$ cat src/rtl/heartbeat_sched.sv
// Round-robin blink-code scheduler sharing one LED/status pin among R requesters.
// Define SC_HEARTBEAT_IDLE_EN to make out toggle on every tick while idle.
module heartbeat_sched #(
  parameter int R           = 4,
  parameter int CW          = 4,
  parameter int PW          = 8,
  parameter int ON_TICKS    = 1,
  parameter int OFF_TICKS   = 1,
  parameter int PAUSE_TICKS = 4
) (
  input  logic                 clk,
  input  logic                 nreset,
  input  logic [R-1:0]         req,
  input  logic [R*CW-1:0]      code,
  output logic [R-1:0]         ack,
  output logic                 busy,
  output logic [$clog2(R)-1:0] grant_id,
  output logic                 out
);

  localparam int GW     = $clog2(R);
  localparam int MAX_OO = (ON_TICKS > OFF_TICKS) ? ON_TICKS : OFF_TICKS;
  localparam int MAX_T  = (MAX_OO > PAUSE_TICKS) ? MAX_OO : PAUSE_TICKS;
  localparam int TW     = $clog2(MAX_T + 1);

  localparam logic [TW-1:0] ON_LAST    = TW'(ON_TICKS - 1);
  localparam logic [TW-1:0] OFF_LAST   = TW'(OFF_TICKS - 1);
  localparam logic [TW-1:0] PAUSE_LAST = TW'(PAUSE_TICKS - 1);

  typedef enum logic [1:0] {S_IDLE, S_ON, S_OFF, S_PAUSE} state_t;

  state_t         state;
  logic [PW-1:0]  presc;
  logic [TW-1:0]  timer;
  logic [CW-1:0]  cnt;
  logic [GW-1:0]  last;
  logic           tick;

  logic           found;
  logic [GW-1:0]  win;
  logic [GW-1:0]  idx;
  logic [CW-1:0]  win_code;

  assign tick     = &presc;
  assign win_code = code[int'(win)*CW +: CW];

  // Scan starts one past the last grant so every pending requester is served in turn.
  // NOTE: every variable gets a default before the loop so no latch is inferred.
  always_comb begin
    found = 1'b0;
    win   = '0;
    idx   = '0;
    for (int k = 1; k <= R; k++) begin
      idx = GW'((int'(last) + k) % R);
      if (!found && req[idx]) begin
        found = 1'b1;
        win   = idx;
      end
    end
  end

  // NOTE: sequential state uses non-blocking assignments so all registers update together.
  always_ff @(posedge clk or negedge nreset) begin
    if (!nreset) begin
      state    <= S_IDLE;
      presc    <= '0;
      timer    <= '0;
      cnt      <= '0;
      last     <= GW'(R - 1);
      grant_id <= '0;
      busy     <= 1'b0;
      ack      <= '0;
      out      <= 1'b0;
    end else begin
      presc <= presc + 1'b1;
      ack   <= '0;
      if (tick) begin
        unique case (state)
          S_IDLE: begin
            if (found) begin
              grant_id <= win;
              last     <= win;
              cnt      <= win_code;
              timer    <= '0;
              out      <= 1'b0;
              if (win_code == '0) begin
                // Zero code completes at once: ack next cycle, busy never seen high.
                ack  <= R'(1) << win;
                busy <= 1'b0;
              end else begin
                state <= S_ON;
                busy  <= 1'b1;
                out   <= 1'b1;
              end
            end else begin
`ifdef SC_HEARTBEAT_IDLE_EN
              out <= ~out;
`else
              out <= 1'b0;
`endif
            end
          end
          S_ON: begin
            if (timer == ON_LAST) begin
              timer <= '0;
              out   <= 1'b0;
              if (cnt != '0) cnt <= cnt - 1'b1;
              state <= (cnt <= CW'(1)) ? S_PAUSE : S_OFF;
            end else begin
              timer <= timer + 1'b1;
            end
          end
          S_OFF: begin
            if (timer == OFF_LAST) begin
              timer <= '0;
              state <= S_ON;
              out   <= 1'b1;
            end else begin
              timer <= timer + 1'b1;
            end
          end
          S_PAUSE: begin
            if (timer == PAUSE_LAST) begin
              timer <= '0;
              state <= S_IDLE;
              busy  <= 1'b0;
              ack   <= R'(1) << grant_id;
              out   <= 1'b0;
            end else begin
              timer <= timer + 1'b1;
            end
          end
        endcase
      end
    end
  end

endmodule
$ cat config.mk
export PLATFORM = sky130hd
export DESIGN_NAME = heartbeat_sched
export DESIGN_NICKNAME = d
export VERILOG_FILES = /design/src/rtl/heartbeat_sched.sv
export SDC_FILE = /design/constraint.sdc
export NUM_CORES = 1
export LEC_CHECK = 0
export BUFFER_PORTS_ARGS = -buffer_cell sky130_fd_sc_hd__clkbuf_2
export CAP_MARGIN = 25
export CORE_MARGIN = 2
export CORE_UTILIZATION = 60
export CTS_CLUSTER_SIZE = 25
export DETAILED_ROUTE_END_ITERATION = 12
export PLACE_DENSITY_LB_ADDON = 0.2
export SYNTH_ARGS = -nofsm -noshare
export SYNTH_HDL_FRONTEND = slang
export SYNTH_SLANG_ARGS = --single-unit
$ cat constraint.sdc
create_clock -name clk -period 4.9 [get_ports clk]
set_input_delay 0.49 -clock clk [delete_from_list [all_inputs] [get_ports clk]]
set_output_delay 0.49 -clock clk [all_outputs]
set_load 0.005 [all_outputs]
# Yosys cells after proc, flatten, opt, wreduce, memory -nomap -nowiden
# Cells that the tools add are included.
# totals
latchBits	0
n_memories	0
ff_bits	27
rom_bits	0
elab_cells	98
ram_bits	0
input_bits	22
# op_classes
div	0
n_mul	0
eq_ne	10
shift	3
n_addsub	7
order_cmp	5
bitwise_logic	0
mux	44
reduce_logical	20
# op_table
cell	count
$mux 4	7
$reduce_and 11->1	2
$mux 2	9
$pmux 4 s2	2
$shiftx 16x5->4	1
$mux 1	15
$reduce_and 13->1	1
$lt 2x3->1 const B	4
$ne 2x2->1 const B	6
$reduce_and 12->1	1
$reduce_and 10->1	1
$mux 3	3
$pmux 3 s3	1
$reduce_and 9->1	1
$add 8x1->8 const B	1
$bmux 1 s2	4
$pmux 2 s4	1
$reduce_and 8->1	1
$shl 1x2->4 const A	2
$add 2x1->2 const B	2
$add 2x2->2 const B	2
$eq 2x2->1 const B	2
$le 4x1->1 const B	1
$logic_not 4->1	1
other kinds (13)	18

# Depth between registers and ports, before layout
# Gate-level depths: netlist of run 1.
# depth
depth_word	19
mapped_depth	10
mapped_depth_nobuf	9

# Worst setup path after synthesis of run 1
# OpenSTA, ideal clock, no wires.
# synth_timing
kind	register to register
from	register last[1]
to	register state[0]
setup_ns	0.128
arrival_ns	2.088
path_stages_with_launch	11
period_less_slack_ns	2.215
setup_slack_ns	2.685
path_cell_list	dfstp_2 > buf_6 > mux2i_1 > o22ai_1 > o21bai_1 > buf_6 > a21oi_1 > a32o_1 > a41oi_2 > o21bai_2 > mux2_1
# synth_between
elab_chain_cells	17
word_cells_on_any_way	31
# synth_lines
element	line	source
from (decl)	36	logic [GW-1:0] last;
from (signal assigned)	69	last <= GW'(R - 1);
from (signal assigned)	82	last <= win;
$add 2x1->2	54	idx = GW'((int'(last) + k) % R);
$bmux 1 s2	55	if (!found && req[idx]) begin
$mux 1 (implied by the code)	55	
$mux 1	55	
$logic_not 1->1	55	
$logic_and 1x1->1	55	
$mux 1	55	
$logic_not 1->1	55	
$logic_and 1x1->1	55	
$mux 1	55	
$logic_not 1->1	55	
$logic_and 1x1->1	55	
$mux 2	55	
$shiftx 16x5->4	45	assign win_code = code[int'(win)*CW +: CW];
$logic_not 4->1	86	if (win_code == '0) begin
$ne 2x2->1 (no source line)	-	
$reduce_and 13->1 (no source line) (*)	-	
to (signal assigned)	108	state <= (cnt <= CW'(1)) ? S_PAUSE : S_OFF;
to (decl)	32	state_t state;
# Every way passes the cells marked *; elsewhere a longest branch is shown, timed or not. The select of a mux whose other input is x is not followed.
# A chain may end at the register's enable or synchronous reset.

# Final worst setup path of run 1
# Same ends and word-level chain as after synthesis.

==> impl_metrics.py, run 1 <==
metrics = {
    "run_status": {
        "status": "finished clean",
    },
    "timing": {
        "setup_tns_ns": 0,
        "setup-violations-final": 0,
        "fin_skew_ns": 0.01151,
        "final-max-slew-violation-count": 0,
        "fin_crit_sh_pct": 52.53,
        "hold_violations": 0,
        "period_needed_ns": 2.574,
        "tightest_slew_ns": 0.7198,
        "rsz0062_at_grt": "no",
        "max_freq_mhz": 388.5,
        "slew_headroom_pct": 51.92,
    },
    "global_routing": {
        "track_usage_pct": 23.44,
        "antenna_found_initial": 0,
        "overflow": 0,
        "grt_pass1_wl_um": 6106,
        "grt_pass1_vias": 1437,
        "grt_max_degree": 28,
    },
    "clock_tree": {
        "htree_levels": 1,
        "clock-sinks": 27,
        "cts_buffer_depth": 2,
        "cts_tree": "built",
        "post_cts_buffers": 0,
        "cts-buffers-inserted": 3,
        "cts_hold_buf": 0,
        "clk_latency_ns": 0.34,
        "clkTransAtPathRegs_ns": 0.16,
        "cts-root-buf": "clkbuf_4",
        "cts.repair.resized": 0,
    },
    "worst_setup_path": {
        "slowest_stage": "dfstp_2",
        "critical_path_required_ns": 5.14,
        "crit_type": "flop to flop",
        "crit_arrival_ns": 2.81,
        "cp_max_fo": 11,
        "start_kind": "flop",
        "crit_chain": "nand2b_2 > a21boi_0 > o21bai_1 > a32o_1 > a41oi_2 > o21bai_2 > mux2_1",
        "worst-path-buf-inv": 0,
        "cpPeakStageDelay_ns": 0.64,
        "crit_path_end_kind": "flop",
        "cp_top_family": "compound AO/OA/AOI/OAI gates",
    },
    "logic_synthesis": {
        "yosys.cell_types.count": 45,
        "synthTopCellsByArea": "dfrtp_1 36%, ha_1 9.4%, nand2_1 6.7%",
        "synth_top_cell_by_area": "dfrtp_1",
        "synth.top_cells.by_count": "31 x nand2_1, 25 x dfrtp_1, 16 x nor2_1",
        "synth.cell_area_mm2": 0.001735,
        "ys.flop_type": "dfrtp_1",
        "yosysTopAreaCellShare_pct": 36.05,
        "yosysMostFrequentCell": "nand2_1",
        "synthesis.nets": 224,
        "seq_area_frac_synth_pct": 39.08,
        "syn_area_per_cell_um2": 9.182,
        "synth-seq-cells": 27,
        "syn-instance-count": 189,
        "synth-async-reset-ratio_pct": 100.0,
        "ys_warn_count": 0,
        "synth_edf_count": 0,
    },
    "die": {
        "start_util_pct": 62.93,
        "die_y_um": 57.78,
        "ios": 30,
        "rows": 19,
        "dieArea_mm2": 0.003339,
        "die_w_um": 57.78,
        "core_area_mm2": 0.002758,
    },
    "power_and_ir_drop": {
        "switching_share_pct": 26.10,
        "p_leak_nw": 0.9134,
        "clkPwrFrac_pct": 27.8,
        "seq_power_share_pct": 61.0,
        "p_int_w": 0.0002703,
        "vdd_drop_max_mv": 0.1805,
        "switchingPower_w": 0.00009548,
        "power.density_mw_per_mm2": 192.6,
        "pwr-share-comb_pct": 11.2,
    },
    "detailed_routing": {
        "wl_um": 3556,
        "viasPerCell": 5.874,
        "detailedRoute.firstPassIterationCount": 4,
        "drcViolationCount": 0,
        "drtIter0Drc": 88,
        "wl_per_cell_um": 14.40,
        "ant_nets": 0,
        "dr_total_vias": 1451,
    },
    "final_layout": {
        "diodes": 0,
        "fin_area_mm2": 0.001899,
        "drive_above_1_share_pct": 21.76,
        "fillers": 219,
        "num-nets-final": 252,
        "area_delta_synth_final_pct": 9.445,
    },
    "worst_hold_path": {
        "hp-class": "input port to async pin",
    },
    "placed_design": {
        "detailed_place_hpwl_um": 2763,
        "place_area_mm2": 0.001869,
        "port_buffers": 29,
        "routabilityCongestion": 0.8491,
    },
    "flow_run": {
        "max_cap_viol_count": 0,
    },
}
## cell type report
class | instances | area, um^2 | area share [%]
timing repair buffer | 29 | 145.1 | 7.642
clock inverter | 1 | 7.507 | 0.3953
sequential | 27 | 678.2 | 35.70
tap | 31 | 38.79 | 2.042
multi-input combinational | 143 | 958.4 | 50.46
inverter | 13 | 48.80 | 2.569
clock buffer | 3 | 22.52 | 1.186
## final timing paths
| check | startpoint | end | slack [ns] | depth (start not counted) |
|---|---|---|---|---|
| worst min register to register | presc[0] | presc[0] | 0.49 | 1 |
| worst min-delay path | nreset | ack[0] | 0.16 | 1 |
| min in group clk | presc[0] | presc[0] | 0.49 | 1 |
| max in group asynchronous | nreset | timer[2] | 4.30 | 1 |
| worst max register to register | last[1] | state[0] | 2.33 | 7 |
| worst max-delay path | last[1] | state[0] | 2.33 | 7 |
## cells in the final DEF (no fill, tap or decap), types with 2 or more instances in the layout
cell type,count
clkbuf_4,3
nor3_1,2
nand2b_1,5
mux2_1,2
xnor2_1,2
mux2i_1,3
clkbuf_2,29
a21oi_1,13
nand3_1,5
a221oi_1,2
a32o_1,3
dfstp_2,2
nor3b_1,2
mux2_2,3
ha_1,13
o21ai_0,5
or3_1,2
o21a_1,4
dfrtp_1,25
nand2_1,31
nand4_1,6
and3_1,2
inv_1,13
xor2_1,4
nor2_1,16
## kinds of logic after synthesis
group	after synthesis	share of synthesized area (%)
AO/OA/AOI/OAI	40	16.66
XOR/XNOR	6	3.028
adder cells (fa/ha/maj)	13	9.373
buffers and inverters	19	5.695
flip-flops	27	39.08
multiplexers	8	4.975
AND/OR/NAND/NOR	76	21.20
## worst reg2reg max path, cell delays in order (launching register included)
cell and delay, ns:
dfstp_2 0.64, nand2b_2 0.14, a21boi_0 0.08, o21bai_1 0.58
a32o_1 0.35, a41oi_2 0.16, o21bai_2 0.19, mux2_1 0.35
## power groups by stage
stage	clock (W)	combinational, W	sequential, W
floorplan	0	0.0000244	0.000227
global placement	0	0.0000386	0.000227
detailed placement	0	0.0000409	0.000227
CTS	0.000102	0.0000410	0.000223
global route	0.000110	0.0000459	0.000223
finish	0.000102	0.0000409	0.000223
## routing by layer
metal / share of wire [%] / track usage, %
met2: 48 / 38.64
met5: 0 / 0
met4: 2.2 / 12.62
met1: 45 / 29.82
met3: 4.8 / 3.348
## registers in the layout (all words and copies together), names as in the netlist
register / cells
ack: 4
out: 1
busy: 1
presc: 8
timer: 3
state: 2
cnt: 4
grant_id: 2
last: 2
## through the flow
step                      setup WS (ns)  total power, W  utilization (%)  cells  hold WS [ns]
after global routing              2.110       0.0003793            68.87    247        0.2066
after floorplan                   2.685       0.0002515                -    189        0.1944
after CTS                         2.327       0.0003656            68.87    247        0.1809
final                             2.326       0.0003658            68.87    247        0.1606
after detailed placement          2.234       0.0002680            67.79    243        0.4744
after global placement            2.355       0.0002657            67.79    243        0.4580
Power figures use the tool's default switching activity.
==> inputs of run 2 (changes only) <==
--- a/config.mk
+++ b/config.mk
@@ -8,7 +8,7 @@
 export BUFFER_PORTS_ARGS = -buffer_cell sky130_fd_sc_hd__clkbuf_2
 export CAP_MARGIN = 25
 export CORE_MARGIN = 2
-export CORE_UTILIZATION = 60
+export CORE_UTILIZATION = 55
 export CTS_CLUSTER_SIZE = 25
 export DETAILED_ROUTE_END_ITERATION = 12
 export PLACE_DENSITY_LB_ADDON = 0.2
==> constraint.sdc (replaced) <==
create_clock -name clk -period 2.4 [get_ports clk]
set_input_delay 0.24 -clock clk [delete_from_list [all_inputs] [get_ports clk]]
set_output_delay 0.24 -clock clk [all_outputs]
set_load 0.005 [all_outputs]
==> run 2 against run 1 <==
Compared with the run above: sequential power is 100% higher; critical path depth up 1; via count rose by 2.1%; first-iteration DRC count down 16%; register-to-register slack lost 2.2 ns; sequential share of layout area fell by 2.4 points; routed wire length rose by 5.8%; final cell count is 8.9% higher; fmax up 11%; sequential cell count unchanged; largest cell class unchanged.
==> impl_metrics.py, run 2 (synthesis gave the netlist of run 1 again) <==
metrics = {
    "timing": {
        "tightest_slew_ns": 0.6796,
        "final-max-slew-violation-count": 0,
        "slew_headroom_pct": 54.69,
        "fin_crit_sh_pct": 96.47,
        "hold_violations": 0,
        "max_freq_mhz": 431.9,
        "period_needed_ns": 2.315,
        "rsz0062_at_grt": "yes",
        "fin_skew_ns": 0.01808,
        "setup-violations-final": 0,
    },
    "final_layout": {
        "seq_area_um2": 678.2,
        "largest_register_ffs": 8,
        "multiInputGateArea_mm2": 0.001017,
        "fin_area_mm2": 0.002034,
        "reg_top3": "presc: 8 flops, ack: 4 flops, cnt: 4 flops",
        "num-nets-final": 261,
        "drive_above_1_share_pct": 28.89,
        "diodes": 0,
        "finish.utilization_pct": 67.19,
        "fillers": 249,
        "final_cell_mix": "31 x nand2_1, 29 x clkbuf_2, 25 x dfrtp_1, 16 x nor2_1",
        "regMostFlops": "presc",
        "final_common_cell": "nand2_1",
        "area_delta_synth_final_pct": 17.23,
    },
    "clock_tree": {
        "cts-buffers-inserted": 3,
        "clk_latency_ns": 0.33,
        "cts_tree": "built",
        "clock-sinks": 27,
        "cts_buffer_depth": 2,
        "htree_levels": 1,
        "clkTransAtPathRegs_ns": 0.15,
        "cts-root-buf": "clkbuf_4",
    },
    "worst_setup_path": {
        "cp_top_family": "compound AO/OA/AOI/OAI gates",
        "crit_type": "flop to flop",
        "cp_max_fo": 8,
        "cpPeakStageDelay_ns": 0.66,
        "start_kind": "flop",
        "slowest_stage": "dfstp_2",
        "critical_path_required_ns": 2.63,
        "crit_arrival_ns": 2.55,
        "crit_path_end_kind": "flop",
        "crit-reg2reg-launch": "last[1]",
        "cp-startpoint": "last[1]",
        "crit_chain": "mux2i_2 > o22ai_2 > o21bai_4 > a21oi_1 > a32o_2 > a41oi_2 > o21bai_2 > mux2_1",
        "rrSetupSlack_ns": 0.08,
        "worst-path-buf-inv": 0,
    },
    "die": {
        "ios": 30,
        "start_util_pct": 57.31,
        "core_area_mm2": 0.003028,
        "die_w_um": 60.17,
        "dieArea_mm2": 0.003620,
        "rows": 20,
        "die_y_um": 60.17,
    },
    "placed_design": {
        "place_area_mm2": 0.001908,
        "routabilityCongestion": 0.8189,
        "port_buffers": 29,
        "detailed_place_hpwl_um": 2682,
    },
    "detailed_routing": {
        "dr_total_vias": 1482,
        "wl_um": 3761,
        "wl_per_cell_um": 13.98,
        "detailedRoute.firstPassIterationCount": 4,
        "ant_nets": 0,
        "drcViolationCount": 0,
        "viasPerCell": 5.509,
        "drtIter0Drc": 74,
    },
    "global_routing": {
        "overflow": 0,
        "grt_max_degree": 28,
        "antenna_found_initial": 0,
        "grt_pass1_wl_um": 5671,
        "grt_pass1_vias": 1325,
        "track_usage_pct": 21.11,
    },
    "power_and_ir_drop": {
        "switchingPower_w": 0.0001924,
        "seq_power_share_pct": 60.0,
        "pwr-share-comb_pct": 14.1,
        "clkPwrFrac_pct": 25.9,
        "power.density_mw_per_mm2": 372.8,
        "vdd_drop_max_mv": 0.1935,
        "p_int_w": 0.0005659,
        "p_leak_nw": 0.9830,
        "totalPowerFinal_w": 0.0007584,
        "switching_share_pct": 25.38,
    },
    "run_status": {
        "status": "finished clean",
    },
    "worst_hold_path": {
        "hp-start": "code[3]",
        "hp-class": "input port to flop",
    },
    "flow_run": {
        "max_cap_viol_count": 0,
    },
}
-- run 2: changes by cell type in the layout (fill, tap and decap cells not counted), sizes merged --
cell         previous run  this run
dlygate4sd3             0         1
clkinv                  0         1
o21bai                  2         3
clkinvlp                1         0
buf                     0         7
-- run 2: metal layers --
layer / global-route usage, % / wire [um] / vias up
li1: - / - / 739
met1: 27.42 / 1733 / 697
met2: 33.23 / 1792 / 38
met3: 3.896 / 166 / 8
met4: 11.11 / 68 / 0
met5: 0 / 0 / -
-- run 2: metrics by stage --
stage | TNS [ns] | std cells | setup WS [ns] | hold WS (ns)
after floorplan | 0 | 189 | 0.1848 | -0.05559
after global placement | -0.01738 | 259 | -0.008719 | 0.2882
after detailed placement | -0.3901 | 259 | -0.1270 | 0.3105
after CTS | 0 | 264 | 0.05663 | 0.3104
after global routing | -0.06360 | 269 | -0.03539 | 0.3042
final | 0 | 269 | 0.08478 | 0.3043
-- run 2: area by class of cell --
| type | count | share of cell area (%) |
|---|---|---|
| inverters | 13 | 2.399 |
| clock inverters | 1 | 0.2460 |
| flip-flops and latches | 27 | 33.33 |
| repair buffers | 37 | 10.21 |
| clock buffers | 3 | 1.107 |
| multi-input cells | 144 | 50.00 |
| well taps | 44 | 2.706 |
-- run 2: what timing repair did --
action                     CTS  global route
cloned                       0             1
pin swaps                    0             5
setup buffers                0             4
hold endpoints to repair    25             0
setup endpoints to repair    6             7
hold buffers                 1             0
gates resized for setup      3            10
-- run 2: final timing paths --
path                          endpoint  cells after the start
max                           state[1]                      8
min                             cnt[3]                      4
max reg2reg                   state[1]                      8
min reg2reg                   presc[0]                      1
max in group asynchronous  grant_id[1]                      2
min in group asynchronous       cnt[3]                      2
-- run 2: worst register-to-register path: cells and delay by family (launching register included) --
kind / cells / cell delay, ns
mux: 2 / 0.60
flops: 1 / 0.66
compound gates: 6 / 0.97
-- run 2: power by group through the flow --
stage	logic [W]	clock network [W]	registers [W]
6_report	0.000107	0.000196	0.000455
3_3_place_gp	0.0000803	0	0.000464
3_5_place_dp	0.0000830	0	0.000464
4_1_cts	0.0000875	0.000210	0.000455
2_1_floorplan	0.0000498	0	0.000464
5_1_grt	0.000116	0.000226	0.000455
==> inputs of run 3 (changes only) <==
--- a/config.mk
+++ b/config.mk
@@ -5,10 +5,11 @@
 export SDC_FILE = /design/constraint.sdc
 export NUM_CORES = 1
 export LEC_CHECK = 0
+export ABC_AREA = 1
 export BUFFER_PORTS_ARGS = -buffer_cell sky130_fd_sc_hd__clkbuf_2
 export CAP_MARGIN = 25
 export CORE_MARGIN = 2
-export CORE_UTILIZATION = 55
+export CORE_UTILIZATION = 57
 export CTS_CLUSTER_SIZE = 25
 export DETAILED_ROUTE_END_ITERATION = 12
 export PLACE_DENSITY_LB_ADDON = 0.2
==> run 3 against run 2 <==
Compared with the run above: the flow now finishes with violations (negative setup slack); synthesized cell count rose by 37%; cell area rose by 23%; die area rose by 7.6%; worst setup slack got worse by 0.10 ns; clock skew fell by 0.012 ns; worst hold slack improved by 0.087 ns; largest cell class unchanged.
==> impl_metrics.py, run 3 <==
metrics = {
    "power_and_ir_drop": {
        "pwr-share-comb_pct": 21.5,
        "seq_power_share_pct": 55.5,
        "totalPowerFinal_w": 0.0008200,
        "switching_share_pct": 28.02,
        "clkPwrFrac_pct": 23.0,
        "switchingPower_w": 0.0002298,
        "p_leak_nw": 1.289,
        "p_int_w": 0.0005902,
        "power.density_mw_per_mm2": 327.2,
        "vdd_drop_max_mv": 0.2899,
    },
    "global_routing": {
        "grt_pass1_vias": 1586,
        "grt_pass1_wl_um": 6541,
        "antenna_found_initial": 0,
        "track_usage_pct": 20.50,
        "met1_usage_pct": 28.99,
        "grt_max_degree": 28,
        "use_met2_pct": 33.20,
        "met3_usage_pct": 3.604,
        "grt.busiest_layer": "met2",
        "overflow": 0,
    },
    "final_layout": {
        "finish.utilization_pct": 75.70,
        "regMostFlops": "presc",
        "diodes": 0,
        "largest_register_ffs": 8,
        "reg_top3": "presc: 8 flops, ack: 4 flops, cnt: 4 flops",
        "fin_area_mm2": 0.002506,
        "final_cell_mix": "40 x nand2_1, 34 x nand2_2, 30 x inv_1, 29 x clkbuf_2, 25 x dfrtp_1",
        "num-nets-final": 344,
        "area_delta_synth_final_pct": 28.89,
        "fillers": 239,
        "final_common_cell": "nand2_1",
        "drive_above_1_share_pct": 38.64,
    },
    "logic_synthesis": {
        "synthTopCellsByArea": "dfrtp_1 32%, nand2_1 13%, ha_1 8.4%",
        "synth-async-reset-ratio_pct": 100.0,
        "synth.cell_area_mm2": 0.001944,
        "yosysMostFrequentCell": "nand2_1",
        "synth_top_family_by_area": "simple AND/OR/NAND/NOR gates",
        "yosys.cell_types.count": 29,
        "synth_top_cell_by_area": "dfrtp_1",
        "synth-compound-area-share_pct": 8.687,
        "synthMuxAreaShare_pct": 0,
        "synth-seq-cells": 27,
        "yosys.area_share.simple_pct": 37.07,
        "synth_xor_area_share_pct": 2.703,
        "syn_area_per_cell_um2": 7.536,
        "syn-instance-count": 258,
        "synthAdderAreaFrac_pct": 8.366,
        "yosysTopAreaCellShare_pct": 32.18,
        "ys.flop_type": "dfrtp_1",
        "synthesis.nets": 293,
        "synth_edf_count": 0,
        "seq_area_frac_synth_pct": 34.88,
        "synth.top_cells.by_count": "69 x nand2_1, 32 x inv_1, 25 x dfrtp_1, 24 x nand3_1, 17 x o21ai_0",
        "ys_warn_count": 0,
    },
    "flow_run": {
        "max_cap_viol_count": 0,
    },
    "clock_tree": {
        "htree_levels": 1,
        "cts-buffers-inserted": 3,
        "cts-root-buf": "clkbuf_4",
        "clock-sinks": 27,
        "clkTransAtPathRegs_ns": 0.13,
        "clk_latency_ns": 0.32,
        "cts_tree": "built",
        "cts_buffer_depth": 2,
    },
    "timing": {
        "fin_crit_sh_pct": 100.7,
        "hold_violations": 0,
        "max_freq_mhz": 413.9,
        "setup_slack_ns": -0.01608,
        "setup_tns_ns": -0.01608,
        "slew_headroom_pct": 57.09,
        "period_needed_ns": 2.416,
        "fin_skew_ns": 0.006296,
        "setup-violations-final": 1,
        "final-max-slew-violation-count": 0,
        "rsz0062_at_grt": "yes",
        "tightest_slew_ns": 0.6436,
    },
    "detailed_routing": {
        "detailedRoute.firstPassIterationCount": 4,
        "wl_per_cell_um": 13.29,
        "drtIter0Drc": 83,
        "wl_um": 4703,
        "viasPerCell": 5.291,
        "ant_nets": 0,
        "dr_total_vias": 1873,
        "drcViolationCount": 0,
    },
    "worst_setup_path": {
        "worstRegToRegCells": 15,
        "crit_path_end_kind": "flop",
        "cpPeakStageDelay_ns": 0.67,
        "crit_arrival_ns": 2.66,
        "crit_path_frequent_cell": "nand2_2",
        "crit_type": "flop to flop",
        "start_kind": "flop",
        "critical_path_required_ns": 2.65,
        "crit_chain": "inv_8 > nand2_2 > nand2_4 > nand2_2 > nand2_2 > inv_1 > nand3_4 > buf_4 > nand3_1 > nand2_2 > nand2_2 > nand2_4 > nor2_4 > nand3_1 > a21oi_1",
        "crit-reg2reg-launch": "last[0]",
        "rrSetupSlack_ns": -0.02,
        "slowest_stage": "dfstp_2",
        "cp_max_fo": 8,
        "reg2reg_to": "ack[1]",
    },
    "placed_design": {
        "port_buffers": 29,
        "detailed_place_hpwl_um": 2877,
        "place_area_mm2": 0.002132,
        "routabilityCongestion": 0.8504,
    },
    "die": {
        "core_area_mm2": 0.003311,
        "dieArea_mm2": 0.003894,
        "start_util_pct": 58.73,
        "die_y_um": 62.41,
        "die_w_um": 62.41,
        "rows": 21,
        "ios": 30,
    },
    "worst_hold_path": {
        "min_to": "cnt[2]",
        "holdPathStages": 7,
        "hp-class": "input port to flop",
        "hp-start": "code[10]",
    },
    "run_status": {
        "violations": "negative setup slack",
        "status": "complete, but fails checks",
    },
}
## run 3: changes by cell type after synthesis, sizes merged, moves of 6 or more
cell | before | now
nand2 | 31 | 86
nand2b | 6 | 0
nor3 | 3 | 9
o21ai | 6 | 18
nand3 | 5 | 27
inv | 13 | 35
## run 3: per-stage QoR
stage               instances  hold slack, ns  setup slack, ns
CTS                       337          0.3686          0.09060
floorplan                 258        -0.05559           0.3099
global placement          332          0.3028           0.1226
global route              354          0.4048          -0.1478
finish                    354          0.3908         -0.01608
detailed placement        332          0.3069           0.1195
## run 3: critical path, delay by kind of cell, from the launching register on
| kind | cells | cell delay, ns |
|---|---|---|
| and+or+nand+nor | 11 | 1.06 |
| DFF | 1 | 0.67 |
| buffers and inverters | 3 | 0.41 |
| AOI/OAI and AO/OA | 1 | 0.18 |
## run 3: repair_timing
item                                   CTS  global route
hold buffers                             1             0
gates resized for setup                  0            57
setup endpoints to repair                0             8
buffers inserted                         0            16
endpoints found under the hold margin   25             0
## run 3: area by class of cell
class                           count  area [um^2]  area share (%)
Clock buffer                        4        26.28           1.048
Inverter                           35        138.9           5.542
Multi-Input combinational cell    195         1286           51.32
Sequential cell                    27        678.2           27.06
Tap cell                           46        57.56           2.297
Timing Repair Buffer               47        319.1           12.73
## run 3: worst max-delay path by stage
stage / end / slack [ns] / startpoint
2_1_floorplan: state[1] / 0.31 / last[0]
3_3_place_gp: out / 0.12 / last[0]
3_5_place_dp: state[0] / 0.12 / last[0]
4_1_cts: out / 0.09 / last[0]
5_1_grt: ack[1] / -0.15 / last[0]
6_report: ack[1] / -0.02 / last[0]
## run 3: metal layers
layer | share of wire [%] | up-vias
met2 | 50 | 47
met4 | 3.3 | 0
met1 | 43 | 862
met5 | 0 | -
met3 | 3.2 | 16
li1 | - | 948
## run 3: power groups by stage
stage / logic, W / registers (W) / clock network, W
2_1_floorplan: 0.0000852 / 0.000464 / 0
3_3_place_gp: 0.000122 / 0.000464 / 0
3_5_place_dp: 0.000123 / 0.000464 / 0
4_1_cts: 0.000125 / 0.000455 / 0.000201
5_1_grt: 0.000190 / 0.000455 / 0.000222
6_report: 0.000176 / 0.000455 / 0.000188
## run 3: cell families (layout without fill, tap and decap cells)
kind of cell | after synthesis | after routing
adders and majority gates | 13 | 13
xor gates and xnor gates | 6 | 6
and+or+nand+nor | 143 | 144
buffers and inverters | 37 | 86
AOI/OAI and AO/OA | 32 | 32
DFF | 27 | 27
